## src/rtl/ufm_pkg.sv

```systemverilog
// Shared definitions for the UFM streaming blocks: address geometry, sequencer
// state encoding and an oscillator-frequency to cycle-count helper.
package ufm_pkg;

    localparam int UFM_ADDR_W      = 15;
    localparam int UFM_PAGE_BYTES  = 16;
    localparam int UFM_SPACE_BYTES = 1 << UFM_ADDR_W;

    typedef enum logic [2:0] {
        ST_IDLE  = 3'd0,
        ST_FETCH = 3'd1,
        ST_SEND  = 3'd2,
        ST_PAUSE = 3'd3,
        ST_DRAIN = 3'd4
    } seq_state_e;

    // Cycles of a clock at freq_khz spanning period_us microseconds.
    function automatic logic [31:0] osch_cycles(input int unsigned freq_khz,
                                                input int unsigned period_us);
        logic [63:0] prod;
        prod = (64'(freq_khz) * 64'(period_us)) / 64'd1000;
        return prod[31:0];
    endfunction

endpackage

```

## src/rtl/ufm_pause_timer.sv

```systemverilog
// Loadable 32-bit down-counter; expired_o is high while the count sits at zero.
module ufm_pause_timer #(
    parameter int CNT_W = 32
) (
    input  logic             clk,
    input  logic             rst,
    input  logic             load_i,
    input  logic [CNT_W-1:0] load_val_i,
    input  logic             en_i,
    output logic             expired_o
);

    logic [CNT_W-1:0] cnt_q, cnt_d;

    always_comb begin
        cnt_d = cnt_q;
        if (load_i) begin
            cnt_d = load_val_i;
        end else if (en_i && (cnt_q != '0)) begin
            cnt_d = cnt_q - 1'b1;
        end
    end

    always_ff @(posedge clk or negedge rst) begin
        if (!rst) begin
            cnt_q <= '0;
        end else begin
            cnt_q <= cnt_d;
        end
    end

    assign expired_o = (cnt_q == '0);

endmodule

```

## src/rtl/ufm_stream_seq.sv

```systemverilog
// Streams bytes from a selectable UFM address window to a valid/ready byte sink,
// one-shot or looping with a timed pause between passes.
//  state | meaning
//  IDLE  | waiting for start
//  FETCH | read request outstanding (rd_en high)
//  SEND  | byte presented to sink
//  PAUSE | idle gap between loop passes
//  DRAIN | abort seen mid-read; swallowing the pending reader byte
module ufm_stream_seq
    import ufm_pkg::*;
#(
    parameter int                         NUM_REGIONS   = 2,
    parameter int                         REGION_W      = (NUM_REGIONS > 1) ? $clog2(NUM_REGIONS) : 1,
    parameter logic [15*NUM_REGIONS-1:0]  REGION_STARTS = {15'd32672, 15'd0},
    parameter logic [16*NUM_REGIONS-1:0]  REGION_SIZES  = {16'd64, 16'd16},
    parameter int unsigned                PAUSE_CYCLES  = osch_cycles(24180, 500000)
) (
    input  logic                  clk,
    input  logic                  rst,
    input  logic                  start,
    input  logic                  abort,
    input  logic [REGION_W-1:0]   region_sel,
    input  logic                  loop_en,
    output logic [UFM_ADDR_W-1:0] rd_addr,
    output logic                  rd_en,
    input  logic [7:0]            rd_data,
    input  logic                  rd_valid,
    output logic [7:0]            snk_data,
    output logic                  snk_valid,
    input  logic                  snk_ready,
    output logic                  busy,
    output logic                  done
);

    logic [UFM_ADDR_W-1:0] start_tbl [NUM_REGIONS];
    logic [15:0]           size_tbl  [NUM_REGIONS];

    for (genvar g = 0; g < NUM_REGIONS; g++) begin : g_region
        assign start_tbl[g] = REGION_STARTS[15*g +: 15];
        assign size_tbl[g]  = REGION_SIZES[16*g +: 16];
        if (int'(REGION_STARTS[15*g +: 15]) + int'(REGION_SIZES[16*g +: 16]) > UFM_SPACE_BYTES) begin : g_bad
            $error("ufm_stream_seq: region %0d runs past the end of the UFM address space", g);
        end
    end

    seq_state_e            state_q, state_d;
    logic [UFM_ADDR_W-1:0] base_q, base_d;
    logic [UFM_ADDR_W-1:0] addr_q, addr_d;
    logic [15:0]           size_q, size_d;
    logic [15:0]           remain_q, remain_d;
    logic [7:0]            data_q, data_d;
    logic                  done_q, done_d;
    logic                  tmr_load, tmr_expired;
    logic                  sel_ok;
    logic [REGION_W-1:0]   sel_idx;

    // Out-of-range selects are masked to 0 so the table is never indexed past its end.
    assign sel_ok  = (32'(region_sel) < 32'(NUM_REGIONS));
    assign sel_idx = sel_ok ? region_sel : '0;

    ufm_pause_timer #(.CNT_W(32)) u_pause (
        .clk        (clk),
        .rst        (rst),
        .load_i     (tmr_load),
        .load_val_i (32'(PAUSE_CYCLES)),
        .en_i       (state_q == ST_PAUSE),
        .expired_o  (tmr_expired)
    );

    always_comb begin
        state_d  = state_q;
        base_d   = base_q;
        addr_d   = addr_q;
        size_d   = size_q;
        remain_d = remain_q;
        data_d   = data_q;
        done_d   = 1'b0;
        tmr_load = 1'b0;
        unique case (state_q)
            ST_IDLE: begin
                if (abort) begin
                    done_d = 1'b1;
                end else if (start && sel_ok) begin
                    base_d   = start_tbl[sel_idx];
                    addr_d   = start_tbl[sel_idx];
                    size_d   = size_tbl[sel_idx];
                    remain_d = size_tbl[sel_idx];
                    if (size_tbl[sel_idx] == 16'd0) begin
                        done_d = 1'b1;
                    end else begin
                        state_d = ST_FETCH;
                    end
                end
            end
            ST_FETCH: begin
                // A byte landing in the abort cycle completes the read, so no drain is needed.
                if (abort) begin
                    if (rd_valid) begin
                        state_d = ST_IDLE;
                        done_d  = 1'b1;
                    end else begin
                        state_d = ST_DRAIN;
                    end
                end else if (rd_valid) begin
                    data_d  = rd_data;
                    state_d = ST_SEND;
                end
            end
            ST_SEND: begin
                if (abort) begin
                    state_d = ST_IDLE;
                    done_d  = 1'b1;
                end else if (snk_ready) begin
                    remain_d = remain_q - 16'd1;
                    if (remain_q == 16'd1) begin
                        addr_d = base_q;
                        if (loop_en) begin
                            remain_d = size_q;
                            tmr_load = 1'b1;
                            state_d  = ST_PAUSE;
                        end else begin
                            state_d = ST_IDLE;
                            done_d  = 1'b1;
                        end
                    end else begin
                        addr_d  = addr_q + 1'b1;
                        state_d = ST_FETCH;
                    end
                end
            end
            ST_PAUSE: begin
                if (abort) begin
                    state_d = ST_IDLE;
                    done_d  = 1'b1;
                end else if (tmr_expired) begin
                    state_d = ST_FETCH;
                end
            end
            ST_DRAIN: begin
                if (rd_valid) begin
                    state_d = ST_IDLE;
                    done_d  = 1'b1;
                end
            end
            default: state_d = ST_IDLE;
        endcase
    end

    always_ff @(posedge clk or negedge rst) begin
        if (!rst) begin
            state_q  <= ST_IDLE;
            base_q   <= '0;
            addr_q   <= '0;
            size_q   <= '0;
            remain_q <= '0;
            data_q   <= '0;
            done_q   <= 1'b0;
        end else begin
            state_q  <= state_d;
            base_q   <= base_d;
            addr_q   <= addr_d;
            size_q   <= size_d;
            remain_q <= remain_d;
            data_q   <= data_d;
            done_q   <= done_d;
        end
    end

    assign rd_addr   = addr_q;
    assign rd_en     = (state_q == ST_FETCH);
    assign snk_data  = data_q;
    assign snk_valid = (state_q == ST_SEND);
    assign busy      = (state_q != ST_IDLE);
    assign done      = done_q;

endmodule

```

## config.mk

```make
export PLATFORM = sky130hd
export DESIGN_NAME = ufm_stream_seq
export DESIGN_NICKNAME = d
export VERILOG_FILES = /design/src/rtl/ufm_pkg.sv /design/src/rtl/ufm_pause_timer.sv /design/src/rtl/ufm_stream_seq.sv
export SDC_FILE = /design/constraint.sdc
export NUM_CORES = 1
export LEC_CHECK = 0
export CORE_ASPECT_RATIO = 1.25
export CORE_MARGIN = 5
export CORE_UTILIZATION = 50
export DETAILED_ROUTE_END_ITERATION = 8
export PLACE_DENSITY = 0.71
export SLEW_MARGIN = 20
export SYNTH_ARGS = -nofsm -noshare
export SYNTH_HDL_FRONTEND = slang
export SYNTH_HIERARCHICAL = 1
export SYNTH_SLANG_ARGS = --single-unit
```

## constraint.sdc

```tcl
create_clock -name clk -period 3.6 [get_ports clk]
set_input_delay 0.54 -clock clk [delete_from_list [all_inputs] [get_ports clk]]
set_output_delay 0.54 -clock clk [all_outputs]
set_load 0.02 [all_outputs]
```

==> impl_metrics.py <==
metrics = {
    "yosys": {
        "yosys.area.top_type_share_pct": 40.9,
        "synth-edff-count": 0,
        "ys_types": 81,
        "synth_flop_cell": "dfrtp_1",
        "yosys.area.top_type": "dfrtp_1",
        "synth_seq_cells": 77,
        "synthCells": 502,
        "synth_common_cells": "77 x dfrtp_1, 44 x nand2_1, 42 x nor2_1",
        "ys_seq_area_share_pct": 40.9,
        "syn-cell-area_mm2": 0.00471,
        "synthArstFlopShare_pct": 100,
        "synth_area_leaders": "dfrtp_1 41%, o21ai_0 4.1%, nand2_1 3.5%",
        "synth.avg_cell_area_um2": 9.38,
        "yosysWarningCount": 6,
        "synth_most_common_cell": "dfrtp_1",
    },
    "die": {
        "die-area_mm2": 0.0115,
        "io_pins": 43,
        "rows": 39,
        "die_w_um": 96.8,
        "core_mm2": 0.00917,
        "die_h_um": 118,
        "start_util_pct": 51.3,
    },
    "clock_tree": {
        "path_clk_slew_ns": 0.06,
        "numCtsBuffers": 9,
        "post_cts_resized": 0,
        "cts_setup_buffers": 0,
        "cts_tree": "built",
        "cts_buffer_depth": 2,
        "cts.sink_count": 77,
        "clk_latency_ns": 0.34,
        "htree_levels": 3,
        "root_buffer": "clkbuf_16",
        "ctsHoldBuffers": 0,
    },
    "pwr": {
        "ir_drop_mv": 0.350,
        "p_seq_share_pct": 38.2,
        "pwr-share-clk_pct": 21.6,
        "powerDensity_mw_per_mm2": 687,
        "combPwrFrac_pct": 40.2,
        "power.internal_mw": 2.32,
        "leakagePower_nw": 2.08,
        "switching_share_pct": 39.3,
        "switching_power_mw": 1.50,
        "p_total_mw": 3.82,
    },
    "layout": {
        "drive_gt1_share_pct": 10.8,
        "final_nets": 589,
        "area.growth.synth_to_final_pct": 18.1,
        "final_cell_area_mm2": 0.00556,
        "instances_no_fill": 696,
        "diodes": 0,
        "fillers": 831,
    },
    "placement": {
        "postPlaceCellArea_mm2": 0.00529,
        "place_hpwl_um": 7960,
        "gp_congestion": 0.843,
        "port_buffers": 42,
        "pre_cts_ws_ns": 0.781,
        "dp.cells": 681,
    },
    "detailed_routing": {
        "wl_per_cell_um": 15.9,
        "drt_iter0_markers": 167,
        "ant_nets": 0,
        "num_vias": 4058,
        "detail_route.drc_violations": 0,
        "vias_per_cell": 5.83,
        "wl_um": 11100,
        "first_pass_iters": 5,
    },
    "global_route": {
        "track_usage_pct": 20.0,
        "grt_overflow": 0,
        "grt_max_degree": 78,
        "antenna_found_initial": 0,
        "grt_pass1_vias": 3991,
        "grt_pass1_wl_um": 19200,
    },
    "sta": {
        "rsz0062_at_grt": "false",
        "setup-violations-final": 0,
        "worst_pin_slew_ns": 0.974,
        "slew-limit-headroom_pct": 35.1,
        "fin_crit_sh_pct": 76.4,
        "hold_viol": 0,
        "clock_skew_ns": 0.00914,
        "slew_viol_final": 0,
        "setup_ws_ns": 0.851,
        "setup-tns-final_ns": 0,
        "max_freq_mhz": 364,
        "finalCriticalPeriod_ns": 2.75,
    },
    "setup_path": {
        "critPathRequiredTime_ns": 3.06,
        "critPathKind": "reg2out",
        "r2r_cells": 6,
        "cpMaxStageDelayCell": "clkdlybuf4s50_1",
        "start_kind": "flop",
        "path_cells": "or3b_4, clkinv_2, clkdlybuf4s50_1",
        "crit_arrival_ns": 2.21,
        "max_stage_delay_ns": 0.62,
        "critPathMaxFanout": 15,
        "endpoint_kind": "primary output",
    },
    "worst_hold_path": {
        "hold_path.class": "in2async",
    },
    "status": {
        "status": "completed",
    },
    "run": {
        "max_cap_viol_count": 0,
    },
}
-- kinds of logic after synthesis --
kind of cell / count (synthesis) / share of synthesized area (%)
simple gates: 229 / 28.1
buf+inv: 38 / 4.57
compound gates: 124 / 19.3
flops: 77 / 40.9
other cells: 2 / 0.160
fa+ha+maj: 4 / 1.06
xor+xnor: 15 / 2.79
mux: 13 / 3.08
-- final timing paths --
kind,start,end,slack (ns)
setup / recovery,state_q[0]$_DFFE_PN0P_,snk_valid,0.85
hold / removal,rst,remain_q[13]$_DFFE_PN0P_,0.36
setup reg to reg,state_q[0]$_DFFE_PN0P_,u_pause/cnt_q[26]$_DFFE_PN0P_,0.89
hold reg to reg,size_q[4]$_DFFE_PN0P_,size_q[4]$_DFFE_PN0P_,0.49
max in group asynchronous,rst,snk_data[5]$_DFFE_PN0P_,2.61
min in group clk,size_q[4]$_DFFE_PN0P_,size_q[4]$_DFFE_PN0P_,0.49
-- power by group through the flow --
stage | clock, mW | combinational, mW | sequential (mW)
2_1_floorplan | 0 | 0.988 | 1.50
3_3_place_gp | 0 | 1.51 | 1.45
3_5_place_dp | 0 | 1.54 | 1.47
4_1_cts | 0.844 | 1.55 | 1.45
5_1_grt | 0.883 | 1.71 | 1.51
6_report | 0.823 | 1.54 | 1.46
-- area by class of cell --
cell class | count | area [µm²] | area share, %
clock inverter | 5 | 27.5 | 0.495
clock buffer | 10 | 239 | 4.30
inverter | 15 | 57.6 | 1.04
sequential | 77 | 1930 | 34.7
timing repair buffer | 49 | 470 | 8.46
multi-input combinational | 417 | 2690 | 48.3
tap | 123 | 154 | 2.77
-- critical path, delay by kind of cell, from the launching register on --
| kind | cells | cell delay, ns |
|---|---|---|
| AND/OR/NAND/NOR | 1 | 0.58 |
| buffers and inverters | 2 | 0.76 |
| flip-flops | 1 | 0.54 |
-- sequential cells by signal, indices dropped and copies added (netlist names) --
| register | cells |
|---|---|
| snk_data | 8 |
| u_pause/cnt_q | 32 |
| done | 1 |
| rd_addr | 15 |
| base_q | 1 |
| remain_q | 16 |
| state_q | 3 |
| size_q | 1 |
-- layer usage --
metal	wire length, µm	track usage [%]	share of wire [%]
met3	364	4.01	3.3
met5	0	0	0
met2	5830	35.4	52
met1	4630	23.9	42
met4	274	7.73	2.5
-- cells in the final DEF, fill, tap and decap left out, types with 13 or more instances in the layout --
| cell | instances |
|---|---|
| conb_1 | 32 |
| nand3_1 | 21 |
| nor3_1 | 20 |
| inv_1 | 13 |
| dfrtp_1 | 77 |
| nand2_1 | 44 |
| nor2_1 | 42 |
| a31oi_1 | 13 |
| clkdlybuf4s50_1 | 41 |
| o21ai_0 | 39 |
-- stage by stage --
step | hold WS [ns] | util (%)
floorplan | 0.244 | -
global placement | 0.470 | 57.7
global route | 0.435 | 60.6
CTS | 0.406 | 60.6
detailed placement | 0.480 | 57.7
finish | 0.355 | 60.6
Note: power is estimated with default switching activity, not from simulation.
==> patch 1 (same settings) <==
Reset style: synchronous (`rst`), changed in 2 clocked blocks.
--- a/src/rtl/ufm_pause_timer.sv
+++ b/src/rtl/ufm_pause_timer.sv
@@ -21,7 +21,7 @@
         end
     end
 
-    always_ff @(posedge clk or negedge rst) begin
+    always_ff @(posedge clk) begin
         if (!rst) begin
             cnt_q <= '0;
         end else begin
--- a/src/rtl/ufm_stream_seq.sv
+++ b/src/rtl/ufm_stream_seq.sv
@@ -146,7 +146,7 @@
         endcase
     end
 
-    always_ff @(posedge clk or negedge rst) begin
+    always_ff @(posedge clk) begin
         if (!rst) begin
             state_q  <= ST_IDLE;
             base_q   <= '0;
Formal check against the unedited RTL: differs if rst is asserted again (counterexample within 4 cycles, from zero or initial values and one cycle with rst low); with rst held inactive, the same outputs for 4 cycles.
==> patch 1 against the unedited design <==
First-iteration DRC count rose by 4.2%; critical path type is now reg -> reg; area after synthesis shrank 6.3%; global-route usage down 0.11 points; final area decreased by 5.6%; register-to-register slack worse by 160 ps; cell count increased by 1.7%; routed wire length shrank 5.8%; non-clock buffer count stayed put; setup slack worse by 120 ps; sequential cell count did not move; via count is 0.25% higher.
Power is not compared: it rests on default switching activity, and its combinational part moved more than twofold at a synthesized area within 25%.
==> patch 1: results (changes against the unedited design) <==
metric,value,unit,change
status,"complete, no violations",,
hold_ws,467,ps,+112 ps
r2r_start,remain_q[1],,
cp_top_family,simple AND/OR/NAND/NOR gates,,
gp_congestion,0.870,,+3.3%
clock_skew,16.0,ps,+6.91 ps
ys_top_cells_by_area,"dfxtp_1 35%, o21ai_0 4.4%, nor2_1 3.5%",,
viasPerCell,5.75,,-1.5%
cp_max_fo,39,,+24
period_share,79.6,%,+3.3 points
fin_nets,603,,+2.4%
slowest_stage,clkinv_1,,
root_buffer,clkbuf_8,,
drt_first_pass_iters,4,,-1
async_flop_share,0,%,-100 points
critical-path-max-stage-delay,420,ps,-200 ps
synth_flop_cell,dfxtp_1,,
hpwl,7430,um,-6.6%
worst_ep_arrival_time,3150,ps,+940 ps
clock_latency,360,ps,+20 ps
pre_cts_slack,587,ps,-194 ps
vias,4068,,+0.25%
r2r-end,u_pause/cnt_q[6],,
initialDrtViolationCount,174,,+4.2%
drive_gt1_share,11.2,%,+0.40 points
clkTransAtPathRegs,80,ps,+20 ps
synth_cell_types,88,,+8.6%
hold_path_class,reg -> reg,,
grt.total_usage,19.9,%,-0.11 points
synthCells,519,,+3.4%
grt_pass1_vias,3810,,-4.5%
placed_area,0.00501,mm^2,-5.4%
tightest_slew,853,ps,-120 ps
yosysSeqAreaShare,34.9,%,-6.0 points
wire_per_inst,14.8,um,-7.4%
nFillCells,819,,-1.4%
grt_max_degree,65,,-17%
grt_first_pass_wirelength,17800,um,-7.2%
r2r.worst_path.cells,10,,+4
numPlacedInstances,692,,+1.6%
synth_commonest_cells,"77 x dfxtp_1, 41 x nor2_1, 39 x o21ai_0",,
patch 1: worst max path at each step:
stage | start | end | cells after the start
after floorplan | remain_q[0] | u_pause/cnt_q[1] | 10
after global placement | abort | u_pause/cnt_q[6] | 7
after detailed placement | abort | u_pause/cnt_q[6] | 7
after CTS | remain_q[1] | u_pause/cnt_q[6] | 10
after global routing | remain_q[1] | u_pause/cnt_q[6] | 10
final | remain_q[1] | u_pause/cnt_q[6] | 10
patch 1: report_power, final:
part | leakage, uW | switching, uW | internal, uW | total (uW)
combinational | 0.00114 | 207 | 173 | 380
sequential | 0.000623 | 58.6 | 890 | 949
clock | 0.000116 | 332 | 461 | 793
total | 0.00187 | 598 | 1520 | 2120
patch 1: metal layers:
layer	GRT usage (%)	routed length, um
met1	24.4	4660
met2	35.1	5330
met3	2.81	300
met4	7.80	167
met5	0	0
patch 1: tightest hold or removal path, stage by stage, from the launching register on:
cell      delay [ps]
dfxtp_1          320
nand2_1           50
a21boi_1          50
patch 1: kinds of logic (layout without fill, tap and decap cells):
kind of cell             count (synthesis)  in the layout  share of synthesized area, %
other                                    2             32                         0.170
buffers and inverters                   38             77                          4.25
adder cells (fa/ha/maj)                  4              4                          1.13
multiplexers                            13             13                          3.06
AND/OR/NAND/NOR                        219            219                          29.9
AO/OA/AOI/OAI                          140            140                          21.4
flip-flops                              77             77                          34.9
XOR/XNOR                                26             26                          5.16
patch 1: area by class of cell:
cell class	count	area (um^2)	share of cell area, %
clock buffer	10	128	2.43
multi-input combinational	434	2800	53.4
tap	120	150	2.86
clock inverter	6	111	2.12
sequential	77	1540	29.4
inverter	12	45.0	0.859
timing repair buffer	49	468	8.92
==> patch 2 (same flow settings) <==
Made on the original files. Set the parameter `NUM_REGIONS` to 4 (it was 2).
--- a/src/rtl/ufm_stream_seq.sv
+++ b/src/rtl/ufm_stream_seq.sv
@@ -9,7 +9,7 @@
 module ufm_stream_seq
     import ufm_pkg::*;
 #(
-    parameter int                         NUM_REGIONS   = 2,
+    parameter int                         NUM_REGIONS   = 4,
     parameter int                         REGION_W      = (NUM_REGIONS > 1) ? $clog2(NUM_REGIONS) : 1,
     parameter logic [15*NUM_REGIONS-1:0]  REGION_STARTS = {15'd32672, 15'd0},
     parameter logic [16*NUM_REGIONS-1:0]  REGION_SIZES  = {16'd64, 16'd16},
Ports: changed (resized region_sel); port bits go from 43 to 44. The function was not compared with the original's and may differ.
==> patch 2 against the unedited design <==
Sequential cell count stayed put; via count is 2.0% higher; routed wire length is 1.0% lower; total power is 3.9% lower; critical path type is now reg -> reg; area after synthesis is 3.1% lower; setup slack worse by 180 ps; final area is 1.8% lower; clock power is 0.7% lower.
==> patch 2: results (changes against the unedited design) <==
metric,value,unit,change
grt_pass1_vias,4029,,+0.95%
largest_reg_flops,32,,unchanged
worst_ep_arrival_time,3160,ps,+950 ps
r2r_start,remain_q[3],,
cp_top_family,simple AND/OR/NAND/NOR gates,,
synth_commonest_cells,"77 x dfrtp_1, 49 x nand2_1, 41 x nor2_1",,
portBuffers,43,,+2.4%
grt_first_pass_wirelength,18700,um,-2.4%
nFillCells,779,,-6.3%
wl_met2,5580,um,-4.3%
finalNonFillerCells,699,,+0.43%
grt.total_usage,21.2,%,+1.2 points
synth_compound_area_share,20.1,%,+0.85 points
wl_met3,439,um,+21%
synthCells,505,,+0.60%
synth.area.mux_share,2.63,%,-0.45 points
area_growth,19.7,%,
wire_per_inst,15.7,um,-1.4%
numPlacedInstances,683,,+0.29%
drive_gt1_share,7.47,%,-3.4 points
wl_met1,4720,um,+1.7%
slew_headroom,57.6,%,+22 points
synth-xor-area-share,2.69,%,-0.10 points
p_switching,1440,uW,-4.1%
internal_power,2230,uW,-3.8%
p_comb,1480,uW,-4%
placed_area,0.00518,mm^2,-2.1%
synth_fa_ha_area_share,1.10,%,+0.034 points
hold_ws,152,ps,-203 ps
r2r_slack,670,ps,-220 ps
status,"complete, no violations",,
pre_cts_slack,693,ps,-87.9 ps
globalRouteMet1Util,24.5,%,+0.56 points
gr-usage-met3,4.16,%,+0.15 points
ys_top_cells_by_area,"dfrtp_1 42%, nand2_1 4.0%, o21ai_0 3.7%",,
p_seq_share,37.5,%,-0.7 points
synth_cell_types,69,,-15%
power_leakage,0.00203,uW,-2.2%
viasPerCell,5.92,,+1.6%
cp_max_fo,46,,+31
initialDrtViolationCount,198,,+19%
drt_first_pass_iters,4,,-1
slowest_stage,and4_1,,
clock_skew,4.26,ps,-4.88 ps
critical-path-max-stage-delay,630,ps,
grt_max_degree,78,,unchanged
yosysSeqAreaShare,42.2,%,+1.3 points
r2r.worst_path.cells,8,,+2
fin_nets,593,,+0.68%
grt_util_met2,37.7,%,+2.4 points
r2r-end,u_pause/cnt_q[27],,
hpwl,7780,um,-2.2%
gp_congestion,0.896,,+6.3%
ir_drop,0.303,mV,-14%
-- patch 2: changes by cell type after synthesis, sizes merged, moves of 5 or more --
cell | unedited run | this run
and2 | 5 | 0
and3 | 3 | 8
nor3 | 22 | 34
o21ai | 40 | 34
clkbuf | 11 | 16
-- patch 2: worst max-delay path by stage --
stage | startpoint | endpoint | depth (start not counted) | slack (ps)
after floorplan | remain_q[4] | u_pause/cnt_q[14] | 11 | 850
after global placement | remain_q[3] | u_pause/cnt_q[6] | 7 | 740
after detailed placement | remain_q[3] | u_pause/cnt_q[27] | 8 | 690
after CTS | remain_q[3] | u_pause/cnt_q[27] | 8 | 680
after global routing | remain_q[3] | u_pause/cnt_q[27] | 8 | 390
final | remain_q[3] | u_pause/cnt_q[27] | 8 | 670
-- patch 2: cell type report --
class                           instances  share of cell area [%]
Multi-Input combinational cell        420                    47.1
Inverter                               13                   0.893
Tap cell                              123                    2.82
Timing Repair Buffer                   51                    9.16
Sequential cell                        77                    35.3
Clock buffer                           13                    4.58
Clock inverter                          2                   0.183
